[src/rtl/uart_tx_arbiter.sv]
// uart_tx_arbiter: round-robin sharing of one UART TX core
// among NREQ byte requesters, with busy sync and guard gap.
module uart_tx_arbiter #(
    parameter int NREQ      = 4,
    parameter int DW        = 8,
    parameter int START_CYC = 6,
    parameter int GAP_CYC   = 4,
    parameter int BUSY_TO   = 64
) (
    input  logic               clk,
    input  logic               rst,
    input  logic [NREQ-1:0]    req,
    input  logic [NREQ*DW-1:0] req_data,
    output logic [NREQ-1:0]    gnt,
    output logic [DW-1:0]      txpd,
    output logic               tstart,
    input  logic               tx_busy,
    output logic               arb_busy,
    output logic [2:0]         cur_id,
    output logic               to_err
);
    localparam int PW = $clog2(NREQ);
    localparam int M1 = (START_CYC > GAP_CYC) ? START_CYC : GAP_CYC;
    localparam int MX = (BUSY_TO > M1) ? BUSY_TO : M1;
    localparam int CW = $clog2(MX + 1);

    typedef enum logic [2:0] {
        IDLE,
        START,
        WAIT_RISE,
        WAIT_FALL,
        GAP
    } state_t;

    state_t        state;
    state_t        state_n;
    logic [CW-1:0] cnt;
    logic [PW-1:0] ptr;
    logic [PW-1:0] win;
    logic [PW-1:0] idx;
    logic [DW-1:0] sel_data;
    logic          found;
    logic          sync1;
    logic          bsy_s;
    logic          do_gnt;
    logic          do_to;

    assign tstart   = (state == START);
    assign arb_busy = (state != IDLE);

    // bring tx_busy from the txck domain into clk
    always_ff @(posedge clk or negedge rst) begin
        if (!rst) begin
            sync1 <= 1'b0;
            bsy_s <= 1'b0;
        end else begin
            sync1 <= tx_busy;
            bsy_s <= sync1;
        end
    end

    // first pending requester at or after ptr, wrapping
    always_comb begin
        found = 1'b0;
        win   = '0;
        idx   = '0;
        for (int i = 0; i < NREQ; i++) begin
            idx = PW'((int'(ptr) + i) % NREQ);
            if (!found && req[idx]) begin
                found = 1'b1;
                win   = idx;
            end
        end
    end

    // byte of the current winner
    always_comb begin
        sel_data = '0;
        for (int i = 0; i < NREQ; i++) begin
            if (win == PW'(i)) sel_data = req_data[i*DW +: DW];
        end
    end

    // frame sequencing: grant, strobe, busy rise/fall, guard gap
    always_comb begin
        state_n = state;
        do_gnt  = 1'b0;
        do_to   = 1'b0;
        unique case (state)
            IDLE: begin
                if (found) begin
                    state_n = START;
                    do_gnt  = 1'b1;
                end
            end
            START: begin
                if (cnt == CW'(START_CYC - 1)) state_n = WAIT_RISE;
            end
            WAIT_RISE: begin
                if (bsy_s) begin
                    state_n = WAIT_FALL;
                end else if (cnt == CW'(BUSY_TO - 1)) begin
                    state_n = GAP;
                    do_to   = 1'b1;
                end
            end
            WAIT_FALL: begin
                if (!bsy_s) state_n = GAP;
            end
            GAP: begin
                if (cnt == CW'(GAP_CYC - 1)) state_n = IDLE;
            end
            default: state_n = IDLE;
        endcase
    end

    // state register
    always_ff @(posedge clk or negedge rst) begin
        if (!rst) state <= IDLE;
        else      state <= state_n;
    end

    // per-state cycle counter, restarts on every state change
    always_ff @(posedge clk or negedge rst) begin
        if (!rst) begin
            cnt <= '0;
        end else if (state_n != state) begin
            cnt <= '0;
        end else if (cnt != {CW{1'b1}}) begin
            cnt <= cnt + 1'b1;
        end
    end

    // grant capture, rotating pointer and timeout pulse
    always_ff @(posedge clk or negedge rst) begin
        if (!rst) begin
            gnt    <= '0;
            txpd   <= '0;
            cur_id <= '0;
            ptr    <= '0;
            to_err <= 1'b0;
        end else begin
            gnt    <= '0;
            to_err <= do_to;
            if (do_gnt) begin
                gnt    <= NREQ'(1) << win;
                txpd   <= sel_data;
                cur_id <= 3'(win);
                ptr    <= (win == PW'(NREQ - 1)) ? '0 : win + 1'b1;
            end
        end
    end

endmodule

[config.mk]
export PLATFORM = sky130hd
export DESIGN_NAME = uart_tx_arbiter
export DESIGN_NICKNAME = d
export VERILOG_FILES = /design/src/rtl/uart_tx_arbiter.sv
export SDC_FILE = /design/constraint.sdc
export NUM_CORES = 1
export LEC_CHECK = 0
export CORE_UTILIZATION = 46
export DETAILED_ROUTE_END_ITERATION = 10
export PLACE_DENSITY = 0.84
export SETUP_SLACK_MARGIN = 0.15
export SYNTH_ARGS = -nofsm -noshare
export SYNTH_HDL_FRONTEND = slang
export SYNTH_SLANG_ARGS = --single-unit
[constraint.sdc]
create_clock -name clk -period 2.59 [get_ports clk]
set_input_delay 0.518 -clock clk [delete_from_list [all_inputs] [get_ports clk]]
set_output_delay 0.518 -clock clk [all_outputs]
set_load 0.005 [all_outputs]
==> flow_summary.rst <==
.. list-table::
   :header-rows: 1

   * - Metric
     - Value
   * - Nature of the critical path startpoint
     - input port
   * - Pre-CTS setup slack
     - -0.265 ns
   * - Net Count, Synth
     - 220
   * - Warnings from Yosys
     - 0
   * - Placer congestion estimate
     - 0.877
   * - Max-cap violations
     - 0
   * - Area share of the largest cell type after synthesis
     - 41.3%
   * - CTS H-Tree Depth
     - 2
   * - Total CTS buffers
     - 5
   * - CTS tree
     - built
   * - Mean instance size in the synthesized netlist
     - about 10 um^2
   * - Wire length of the first global-routing pass
     - approximately 6900 um
   * - Cell family contributing the most delay on the critical path
     - compound AO/OA/AOI/OAI gates
   * - Worst reg2reg endpoint
     - txpd[3]$_DFFE_PN0P_
   * - Bufs on Longest Clock Path
     - 2
   * - Starting density of the core
     - roughly half
   * - Clock Pin Slew Worst Setup and Hold Paths
     - ~0.06 ns
   * - Io pins
     - 57
   * - Die height
     - 63.8 um
   * - Worst Setup Path Type
     - in2reg
   * - Count of TritonRoute iterations in the first routing pass
     - 4
   * - Required @ worst endpoint
     - 2.73 ns
   * - Number of cells traversed by the worst register-to-register path
     - 10
   * - Commonest cells in the netlist
     - sky130_fd_sc_hd__dfrtp_1 (29), sky130_fd_sc_hd__nor2_1 (20), sky130_fd_sc_hd__inv_1 (14)
   * - Register-to-Register Setup Slack
     - 0.38 ns
   * - I/O Buffers
     - 55
   * - Most common flop cell mapped by yosys
     - sky130_fd_sc_hd__dfrtp_1
   * - Vias per std cell
     - ~5.4
   * - Clock tree sinks
     - 29
   * - Placeable core region
     - around 3700 um^2
   * - Relative slew slack
     - 62.9%
   * - Depth of the critical timing path with buffers and inverters included
     - 11
   * - Final #Nets
     - ~280
   * - Origin of the critical flop-to-flop path
     - ptr[1]$_DFFE_PN0P_
   * - Buffer and inverter count on the worst path
     - 3
   * - FFs w/ async S/R, synth
     - 100%
   * - Endpoints failing hold
     - 0
   * - Post-route antenna net violation count
     - 0
   * - Setup violators final
     - 0
   * - Power per cell area
     - 961 nW/um^2
   * - Cell types occupying the most area after synthesis
     - sky130_fd_sc_hd__dfrtp_1 (41%), sky130_fd_sc_hd__ha_1 (4.3%), sky130_fd_sc_hd__nor2_1 (4.3%)
   * - Shortest clock period the worst path allows after layout
     - between 2 and 2.5 ns
   * - Most common cell in the netlist
     - sky130_fd_sc_hd__dfrtp_1
   * - Worst Skew
     - 0.00207 ns
   * - Peak per-stage delay on the critical path
     - ~0.45 ns
   * - Detailed-route DRC error count
     - 0
   * - Number of max-slew violations in the final report
     - 0
   * - Initial antenna violation count
     - 0
   * - Actual transition at the worst max-transition pin
     - 0.557 ns
   * - Via count of the first global-routing pass
     - 1,571
   * - Horiz. Die Dim
     - 63.8 um
   * - Fraction of the cycle the final worst path needs
     - between 90% and 100%
   * - Cell type with the largest total area after synthesis
     - sky130_fd_sc_hd__dfrtp_1
   * - Outcome
     - completed
   * - Clock network latency to the later pin of the worst-skew pair
     - 0.29 ns
   * - Source of the critical timing path
     - req[2]
   * - Fmax
     - 422 MHz
   * - Area growth, synth to finish
     - 43.9%
   * - Overall routed net length
     - 4250 um
   * - Worst endpoint data arrival time
     - 2.51 ns
   * - Vias after detailed routing
     - 1,536
   * - Setup crit end kind
     - flop
   * - Buffer type at the clock tree root
     - sky130_fd_sc_hd__clkbuf_8
   * - Placed wire-length estimate
     - 2990 um
   * - Antenna Diode Count
     - 0
   * - Sequential fraction of the synthesis area
     - between 40% and 50%
   * - Setup TNS Final
     - 0 ns
   * - Share of layout cells above drive strength 1
     - between 20% and 30%
   * - Setup WS post-layout
     - 0.220 ns
   * - DIE AREA
     - about 4000 um^2
   * - Hold Path Class
     - reg2reg
   * - Slowest-stage cell, CP
     - sky130_fd_sc_hd__clkdlybuf4s50_1
   * - Setup repair after global routing missed its margin
     - yes
   * - Cells after synthesis
     - 175
   * - Distinct cell type count after synthesis
     - 45
   * - Critical-path maximum fanout
     - 8
   * - Number of enable-type register cells in the synthesized netlist
     - 0
   * - Cells traversed along the worst timing path
     - clkdlybuf4s50_1 > nand2b_1 > a21oi_1 > a211oi_2 > inv_1 > ha_1 > nor2b_1 > buf_4 > a221oi_1 > a211o_1 > a31oi_1
   * - Remaining global-route overflow
     - 0
   * - Wire per inst
     - 14.8 um
   * - Timing endpoint of the critical path
     - txpd[3]$_DFFE_PN0P_
   * - Max IR drop VDD
     - 0.000602 V
   * - Row cnt
     - 22
   * - Syn Std Cell Area
     - around 1800 um^2
   * - Register bit total from synthesis
     - 29
   * - Global router's overall resource usage
     - ~22%
   * - Static power due to leakage
     - 1.09 nW
   * - Pin count of the biggest net entering global routing
     - 30
   * - Number of design-rule violations left by the first detailed-router iteration
     - 86
logic make-up (layout without fill, tap and decap cells):
family | Yosys count | after routing | synth area share [%]
AOI/OAI and AO/OA | 43 | 43 | 20.8
DFF | 29 | 29 | 41.3
muxes | 5 | 5 | 3.06
other | 1 | 1 | 0.213
xor gates and xnor gates | 1 | 1 | 0.498
adders and majority gates | 6 | 6 | 4.27
buffers and inverters | 27 | 91 | 8.04
and+or+nand+nor | 63 | 63 | 21.9
worst register-to-register path: stages, from the launching register on:
cell and delay, ns:
sky130_fd_sc_hd__dfrtp_1 0.47, sky130_fd_sc_hd__nand2b_1 0.15, sky130_fd_sc_hd__a21oi_1 0.07, sky130_fd_sc_hd__a211oi_2 0.26, sky130_fd_sc_hd__inv_1 0.11, sky130_fd_sc_hd__ha_1 0.23
sky130_fd_sc_hd__nor2b_1 0.13, sky130_fd_sc_hd__buf_4 0.17, sky130_fd_sc_hd__a221oi_1 0.26, sky130_fd_sc_hd__a211o_1 0.14, sky130_fd_sc_hd__a31oi_1 0.07
metal layers:
layer	routed length, um	share of wire (%)	global-route usage, %
met5	0	0	0
met4	63	1.5	9.38
met3	126	3.0	6.07
met2	2170	51	39.0
met1	1890	44	24.8
worst min path at each step:
stage                                  to  cells after the start             from
final                     bsy_s$_DFF_PN0_                      0  sync1$_DFF_PN0_
after global routing      bsy_s$_DFF_PN0_                      0  sync1$_DFF_PN0_
after CTS                 bsy_s$_DFF_PN0_                      0  sync1$_DFF_PN0_
after detailed placement  bsy_s$_DFF_PN0_                      0  sync1$_DFF_PN0_
after global placement    bsy_s$_DFF_PN0_                      0  sync1$_DFF_PN0_
after floorplan           bsy_s$_DFF_PN0_                      0              rst
what timing repair did:
action / in CTS / in global routing
endpoints found under the setup margin: 8 / 8
resized for setup: 1 / 12
pin swaps: 1 / 2
setup buffers: 0 / 1
hold buffers: 0 / 0
cells in the final DEF, fill, tap and decap left out, types with 3 or more instances in the layout:
master                            count
sky130_fd_sc_hd__buf_4               14
sky130_fd_sc_hd__clkbuf_8             5
sky130_fd_sc_hd__a31oi_1             11
sky130_fd_sc_hd__a221oi_2             6
sky130_fd_sc_hd__a21oi_1              4
sky130_fd_sc_hd__clkdlybuf4s50_1     53
sky130_fd_sc_hd__nor2_1              19
sky130_fd_sc_hd__dfrtp_1             29
sky130_fd_sc_hd__and2_1               4
sky130_fd_sc_hd__ha_1                 5
sky130_fd_sc_hd__nor3_1               3
sky130_fd_sc_hd__mux2_2               3
sky130_fd_sc_hd__inv_1               14
sky130_fd_sc_hd__nor4_2               3
sky130_fd_sc_hd__nor2b_1              4
sky130_fd_sc_hd__a211o_1              8
sky130_fd_sc_hd__nand2_1             11
power breakdown:
group	switching, W	total [W]	internal [W]
clock network	0.000181	0.000367	0.000186
registers	0.000156	0.000766	0.000610
logic	0.000583	0.00130	0.000715
area by class of cell:
class	instances	area, um^2
clock buffer	6	72.6
sequential	29	726
timing repair buffer	69	661
tap	48	60.1
inverter	14	52.6
fill	284	1130
clock inverter	2	10.0
multi-input combinational	119	948
metrics by stage:
stage          hold slack [ns]  util [%]  instance area (um^2)  instances  power, W
2_1_floorplan            0.222         -                  1760        175   0.00153
3_3_place_gp             0.337      64.9                  2380        278   0.00195
3_5_place_dp             0.340      64.9                  2380        278   0.00200
4_1_cts                  0.355      67.3                  2460        286   0.00237
5_1_grt                  0.374      69.1                  2530        287   0.00263
6_report                 0.358      69.1                  2530        287   0.00243
registers in the layout, summed over array words and instances, names as in the netlist:
name and cells:
to_err 1, gnt 4, txpd 8, cur_id 2, state 3, cnt 7, ptr 2, bsy_s 1
sync1 1
Power figures use the tool's default switching activity.
